`src/rtl/cc_pkg.sv`:
```
// Shared types for the condition-code branch unit: condition selectors, FSM states, flag bit positions.
// Latency: n/a (types and constants only).
// Backpressure: n/a.
package cc_pkg;

    // Branch condition selectors, ARM-style encoding.
    typedef enum logic [3:0] {
        COND_EQ = 4'd0,
        COND_NE = 4'd1,
        COND_CS = 4'd2,
        COND_CC = 4'd3,
        COND_MI = 4'd4,
        COND_PL = 4'd5,
        COND_VS = 4'd6,
        COND_VC = 4'd7,
        COND_HI = 4'd8,
        COND_LS = 4'd9,
        COND_GE = 4'd10,
        COND_LT = 4'd11,
        COND_GT = 4'd12,
        COND_LE = 4'd13,
        COND_AL = 4'd14,
        COND_NV = 4'd15
    } cond_e;

    // Request accept -> evaluate -> hold result until consumed.
    typedef enum logic [1:0] {
        ST_IDLE = 2'd0,
        ST_EVAL = 2'd1,
        ST_RESP = 2'd2
    } state_e;

    // Bit positions inside the packed {N,Z,V,C} flags word.
    localparam int FLAG_N = 3;
    localparam int FLAG_Z = 2;
    localparam int FLAG_V = 1;
    localparam int FLAG_C = 0;

endpackage

```
`src/rtl/cc_branch_unit_cond_eval.sv`:
```
// Combinational condition evaluator: {N,Z,V,C} flags plus a condition selector -> taken.
// Latency: zero cycles (pure combinational).
// Backpressure: none; output follows inputs.
module cond_eval
    import cc_pkg::*;
(
    input  logic [3:0] flags,
    input  cond_e      cond,
    output logic       taken
);

    logic n;
    logic z;
    logic v;
    logic c;

    assign n = flags[FLAG_N];
    assign z = flags[FLAG_Z];
    assign v = flags[FLAG_V];
    assign c = flags[FLAG_C];

    // Decode the selector; C=1 means "no borrow", so HI/LS are unsigned compares after x-y.
    always_comb begin
        taken = 1'b0;
        case (cond)
            COND_EQ: taken = z;
            COND_NE: taken = !z;
            COND_CS: taken = c;
            COND_CC: taken = !c;
            COND_MI: taken = n;
            COND_PL: taken = !n;
            COND_VS: taken = v;
            COND_VC: taken = !v;
            COND_HI: taken = c && !z;
            COND_LS: taken = !c || z;
            COND_GE: taken = (n == v);
            COND_LT: taken = (n != v);
            COND_GT: taken = !z && (n == v);
            COND_LE: taken = z || (n != v);
            COND_AL: taken = 1'b1;
            COND_NV: taken = 1'b0;
            default: taken = 1'b0;
        endcase
    end

endmodule

```
`src/rtl/cc_branch_unit.sv`:
```
// Branch unit: holds condition flags, evaluates a branch condition and produces the next PC.
// Latency: accept at edge T, result valid from edge T+1; at most one branch per 3 cycles.
// Backpressure: br_ready only in IDLE; result held stable until res_ready.
module cc_branch_unit
    import cc_pkg::*;
#(
    parameter int nBITS = 8
) (
    input  logic             clk,
    input  logic             reset,
    input  logic             ccn,
    input  logic             ccz,
    input  logic             ccv,
    input  logic             ccc,
    input  logic             cc_we,
    input  logic             br_valid,
    output logic             br_ready,
    input  logic [3:0]       br_cond,
    input  logic [nBITS-1:0] br_pc,
    input  logic [nBITS-1:0] br_offset,
    output logic             res_valid,
    input  logic             res_ready,
    output logic             res_taken,
    output logic [nBITS-1:0] res_pc,
    output logic [3:0]       flags
);

    localparam logic [nBITS-1:0] PC_STEP = {{(nBITS-1){1'b0}}, 1'b1};

    state_e           state_q,     state_d;
    logic [3:0]       flags_q,     flags_d;
    cond_e            cond_q,      cond_d;
    logic [nBITS-1:0] pc_q,        pc_d;
    logic [nBITS-1:0] off_q,       off_d;
    logic             res_taken_q, res_taken_d;
    logic [nBITS-1:0] res_pc_q,    res_pc_d;
    logic             br_ready_q,  br_ready_d;
    logic             res_valid_q, res_valid_d;
    logic             cond_taken;

    // Evaluates the captured condition against the flags as they stand this cycle.
    cond_eval u_cond_eval (
        .flags (flags_q),
        .cond  (cond_q),
        .taken (cond_taken)
    );

    // Next-state logic: flags load in every state; FSM walks IDLE -> EVAL -> RESP -> IDLE.
    always_comb begin
        state_d     = state_q;
        flags_d     = flags_q;
        cond_d      = cond_q;
        pc_d        = pc_q;
        off_d       = off_q;
        res_taken_d = res_taken_q;
        res_pc_d    = res_pc_q;
        br_ready_d  = br_ready_q;
        res_valid_d = res_valid_q;

        if (cc_we) begin
            flags_d = {ccn, ccz, ccv, ccc};
        end

        case (state_q)
            ST_IDLE: begin
                // br_ready_q is high exactly in IDLE, so this is the accept handshake.
                if (br_valid && br_ready_q) begin
                    cond_d     = cond_e'(br_cond);
                    pc_d       = br_pc;
                    off_d      = br_offset;
                    br_ready_d = 1'b0;
                    state_d    = ST_EVAL;
                end
            end
            ST_EVAL: begin
                // flags_q here already includes any load from the accept cycle; a load
                // during EVAL lands on the same edge and so cannot affect this result.
                res_taken_d = cond_taken;
                res_pc_d    = cond_taken ? (pc_q + off_q) : (pc_q + PC_STEP);
                res_valid_d = 1'b1;
                state_d     = ST_RESP;
            end
            ST_RESP: begin
                if (res_ready) begin
                    res_valid_d = 1'b0;
                    br_ready_d  = 1'b1;
                    state_d     = ST_IDLE;
                end
            end
            default: begin
                res_valid_d = 1'b0;
                br_ready_d  = 1'b1;
                state_d     = ST_IDLE;
            end
        endcase
    end

    // State and registered outputs; reset wins over flag loads and handshakes.
    always_ff @(posedge clk) begin
        if (reset) begin
            state_q     <= ST_IDLE;
            flags_q     <= 4'b0000;
            cond_q      <= COND_EQ;
            pc_q        <= '0;
            off_q       <= '0;
            res_taken_q <= 1'b0;
            res_pc_q    <= '0;
            br_ready_q  <= 1'b1;
            res_valid_q <= 1'b0;
        end else begin
            state_q     <= state_d;
            flags_q     <= flags_d;
            cond_q      <= cond_d;
            pc_q        <= pc_d;
            off_q       <= off_d;
            res_taken_q <= res_taken_d;
            res_pc_q    <= res_pc_d;
            br_ready_q  <= br_ready_d;
            res_valid_q <= res_valid_d;
        end
    end

    assign br_ready  = br_ready_q;
    assign res_valid = res_valid_q;
    assign res_taken = res_taken_q;
    assign res_pc    = res_pc_q;
    assign flags     = flags_q;

endmodule

```
`config.mk`:
```
export PLATFORM = sky130hd
export DESIGN_NAME = cc_branch_unit
export DESIGN_NICKNAME = d
export VERILOG_FILES = /design/src/rtl/cc_pkg.sv /design/src/rtl/cc_branch_unit_cond_eval.sv /design/src/rtl/cc_branch_unit.sv
export SDC_FILE = /design/constraint.sdc
export NUM_CORES = 1
export LEC_CHECK = 0
export BUFFER_PORTS_ARGS = -buffer_cell sky130_fd_sc_hd__buf_2
export CORE_MARGIN = 2
export CORE_UTILIZATION = 35
export CTS_CLUSTER_DIAMETER = 80
export DETAILED_ROUTE_END_ITERATION = 10
export PLACE_DENSITY = 0.6
export SYNTH_ARGS = -nofsm -noshare
export SYNTH_HDL_FRONTEND = slang
export SYNTH_HIERARCHICAL = 1
export SYNTH_SLANG_ARGS = --single-unit
```
`constraint.sdc`:
```
create_clock -name clk -period 6.81 [get_ports clk]
set_input_delay 0.3405 -clock clk [delete_from_list [all_inputs] [get_ports clk]]
set_output_delay 0.3405 -clock clk [all_outputs]
set_load 0.01 [all_outputs]
```
==> impl_metrics.csv <==
group,metric,value,unit
synthesis,synthArstFlopShare,0,
clock_tree,h-tree-depth,2,
timing,post-route-min-period,3228,ps
grt,antenna_found_initial,0,
timing,rsz0062_at_grt,"false",
clock_tree,cts_inserted_buffers,5,
finish,nFillCells,556,
outcome,status,"finished, final reports clean",
route,via_per_inst,4.874,
timing,setup_viol_count_final,0,
timing,finalHoldViolCount,0,
grt,grt_pass1_wl,6.741,mm
synthesis,synth_compound_area_frac,0.2017,
finish,drive_above_1_share,0.1932,
worst_setup_path,crit_required,6970,ps
synthesis,ys_types,41,
timing,max_clock_freq,309.8,MHz
min_path,hp-class,"primary input to register",
synthesis,ys.warnings.count,6,
die,ios,44,
timing,hold_ws,289.2,ps
route,remaining_drc_errors,0,
grt,grt_overflow,0,
finish,register_area,740.7,sq um
synthesis,synthCells,226,
synthesis,syn_nets,263,
route,antenna_left,0,
clock_tree,cts_tree,"done",
pwr,finalPower,463.9,uW
timing,tightestPinTransition,802.9,ps
worst_setup_path,path_class,"register to register",
worst_setup_path,crit_path_end_kind,"register",
synthesis,synthXorXnorAreaFrac,0.02409,
grt,track_usage,0.1416,
synthesis,ys.flop_type,"dfxtp_1",
die,die-area,5787,sq um
clock_tree,cts_setup_buffers,0,
timing,slew_violations,0,
synthesis,syn_area,1818,sq um
grt,grt_max_degree,37,
clock_tree,clk_latency,280,ps
die,die_y,76.07,microns
finish,diodes,0,
placement,portBuffers,43,
clock_tree,clk_pin_slew,70,ps
finish,multiInputGateArea,982.2,sq um
worst_setup_path,critPathLaunchType,"register",
grt,grt_pass1_vias,1525,
synthesis,yosys.area_share.simple,0.2278,
timing,relSlewSlack,0.4631,
timing,tns,0,ps
pwr,peakVddDrop,0.00009906,V
die,die_width,76.07,microns
synthesis,synth-edff-count,0,
pwr,powerDensity,217.6,nW/um^2
route,drt-initial-drc-count,55,
route,first_pass_iters,4,
timing,clock_skew,4.134,ps
clock_tree,cts_hold_buf,0,
finish,fin_nets,300,
die,coreArea,5075,sq um
synthesis,synth_top_family_by_area,"simple AND/OR/NAND/NOR gates",
synthesis,muxShareOfSynthArea,0.02753,
finish,utilization,0.4201,
placement,post-dp-hpwl,2.845,mm
timing,finalCritPeriodShare,0.4740,
pwr,p_leak,0.9219,nW
worst_setup_path,cp_max_fo,9,
synthesis,syn-mean-instance-area,8.044,sq um
synthesis,synthAdderAreaFrac,0.05919,
worst_setup_path,worstPathArrival,3380,ps
clock_tree,cts_sinks,37,
synthesis,synth_seq_area_share,0.4074,
placement,gp_congestion,0.7721,
route,vias,1628,
route,wl,3.829,mm
clock_tree,post_cts_resized,0,
die,num_rows,26,
synthesis,synth-seq-cells,37,
finish,area_growth,17.27,%
die,initial_core_util,0.3582,
clock_tree,clockRootBuffer,"clkbuf_8",
route,post_drt_wl_per_cell,11.46,microns
clock_tree,cts_max_path_buffers,2,
flow_run,maxCapViolations,0,
-- cell usage in the layout, fill, tap and decap left out, types with 2 or more instances in the layout --
master and n:
nand2_1 51, buf_2 43, dfxtp_1 37, a21oi_1 32
nor2_1 13, o21ai_0 8, inv_1 7, ha_1 7
and2_1 5, mux2i_1 5, clkbuf_8 5, nand3_1 4
xor2_1 4, nor3_1 4, nor2b_1 3, a211oi_1 3
o21a_1 3, clkbuf_1 3, a31oi_1 2, o22ai_1 2
o311ai_0 2, nor4b_1 2, nand2b_1 2
-- cells in the mapped netlist (4+ instances only) --
master / number / area (sq um)
nand2_1: 51 / 191.4
dfxtp_1: 37 / 740.7
a21oi_1: 32 / 160.2
nor2_1: 13 / 48.80
o21ai_0: 8 / 40.04
ha_1: 7 / 87.58
inv_1: 7 / 26.28
clkbuf_1: 6 / 22.52
and2_1: 5 / 31.28
mux2i_1: 5 / 50.05
buf_2: 4 / 20.02
nand3_1: 4 / 20.02
nor3_1: 4 / 20.02
xor2_1: 4 / 35.03
-- power breakdown --
| group | switching (mW) | total, mW | internal, mW | leakage, nW |
|---|---|---|---|---|
| logic | 0.0449 | 0.0772 | 0.0323 | 0.580 |
| registers | 0.0116 | 0.242 | 0.230 | 0.303 |
| clock network | 0.0720 | 0.145 | 0.0727 | 0.0395 |
-- worst max-delay path: stages, from the launching register on --
cell	delay (ps)
dfxtp_1	390
xor2_1	290
xor2_1	110
a2111oi_1	400
a311oi_1	90
o22ai_1	420
nand2b_1	130
ha_1	220
inv_1	70
fa_1	180
and2b_1	190
o21a_1	200
o311ai_0	290
o211ai_1	130
-- state kept, by name (all words and copies together), names as in the netlist --
register,flops
br_ready,1
cond_q,4
flags,4
off_q,8
pc_q,8
res_pc,8
res_taken,1
res_valid,1
state_q,2
-- routing by layer --
layer / track usage / share of wire
met1: 0.1842 / 0.51
met2: 0.2268 / 0.44
met3: 0.03199 / 0.036
met4: 0.06000 / 0.017
met5: 0 / 0
-- path summary, 6_finish.rpt --
check                               start        end  slack, ps  cells past startpoint
worst max-delay path             flags[1]  res_pc[6]       3580                     13
worst min-delay path                  ccz   flags[2]        290                      3
worst max register to register   flags[1]  res_pc[6]       3580                     13
worst min register to register  res_pc[2]  res_pc[2]        450                      2
-- metrics by stage --
stage / cells / setup slack, ps / instance area [sq um]
2_1_floorplan: 226 / 3892 / 1818
3_3_place_gp: 326 / 3723 / 2052
3_5_place_dp: 326 / 3599 / 2052
4_1_cts: 334 / 3565 / 2132
5_1_grt: 334 / 3295 / 2132
6_report: 334 / 3582 / 2132
-- area by class of cell --
cell class,instances,share of cell area
repair buffers,43,0.1009
inverters,7,0.01232
multi-input cells,169,0.4607
well taps,70,0.04108
flip-flops and latches,37,0.3474
clock buffers,8,0.03756
-- kinds of logic after synthesis --
family	count (synthesis)
xor+xnor	5
buf+inv	20
compound gates	60
mux	5
fa+ha+maj	8
flops	37
simple gates	91
Note: power is estimated with default switching activity, not from simulation.
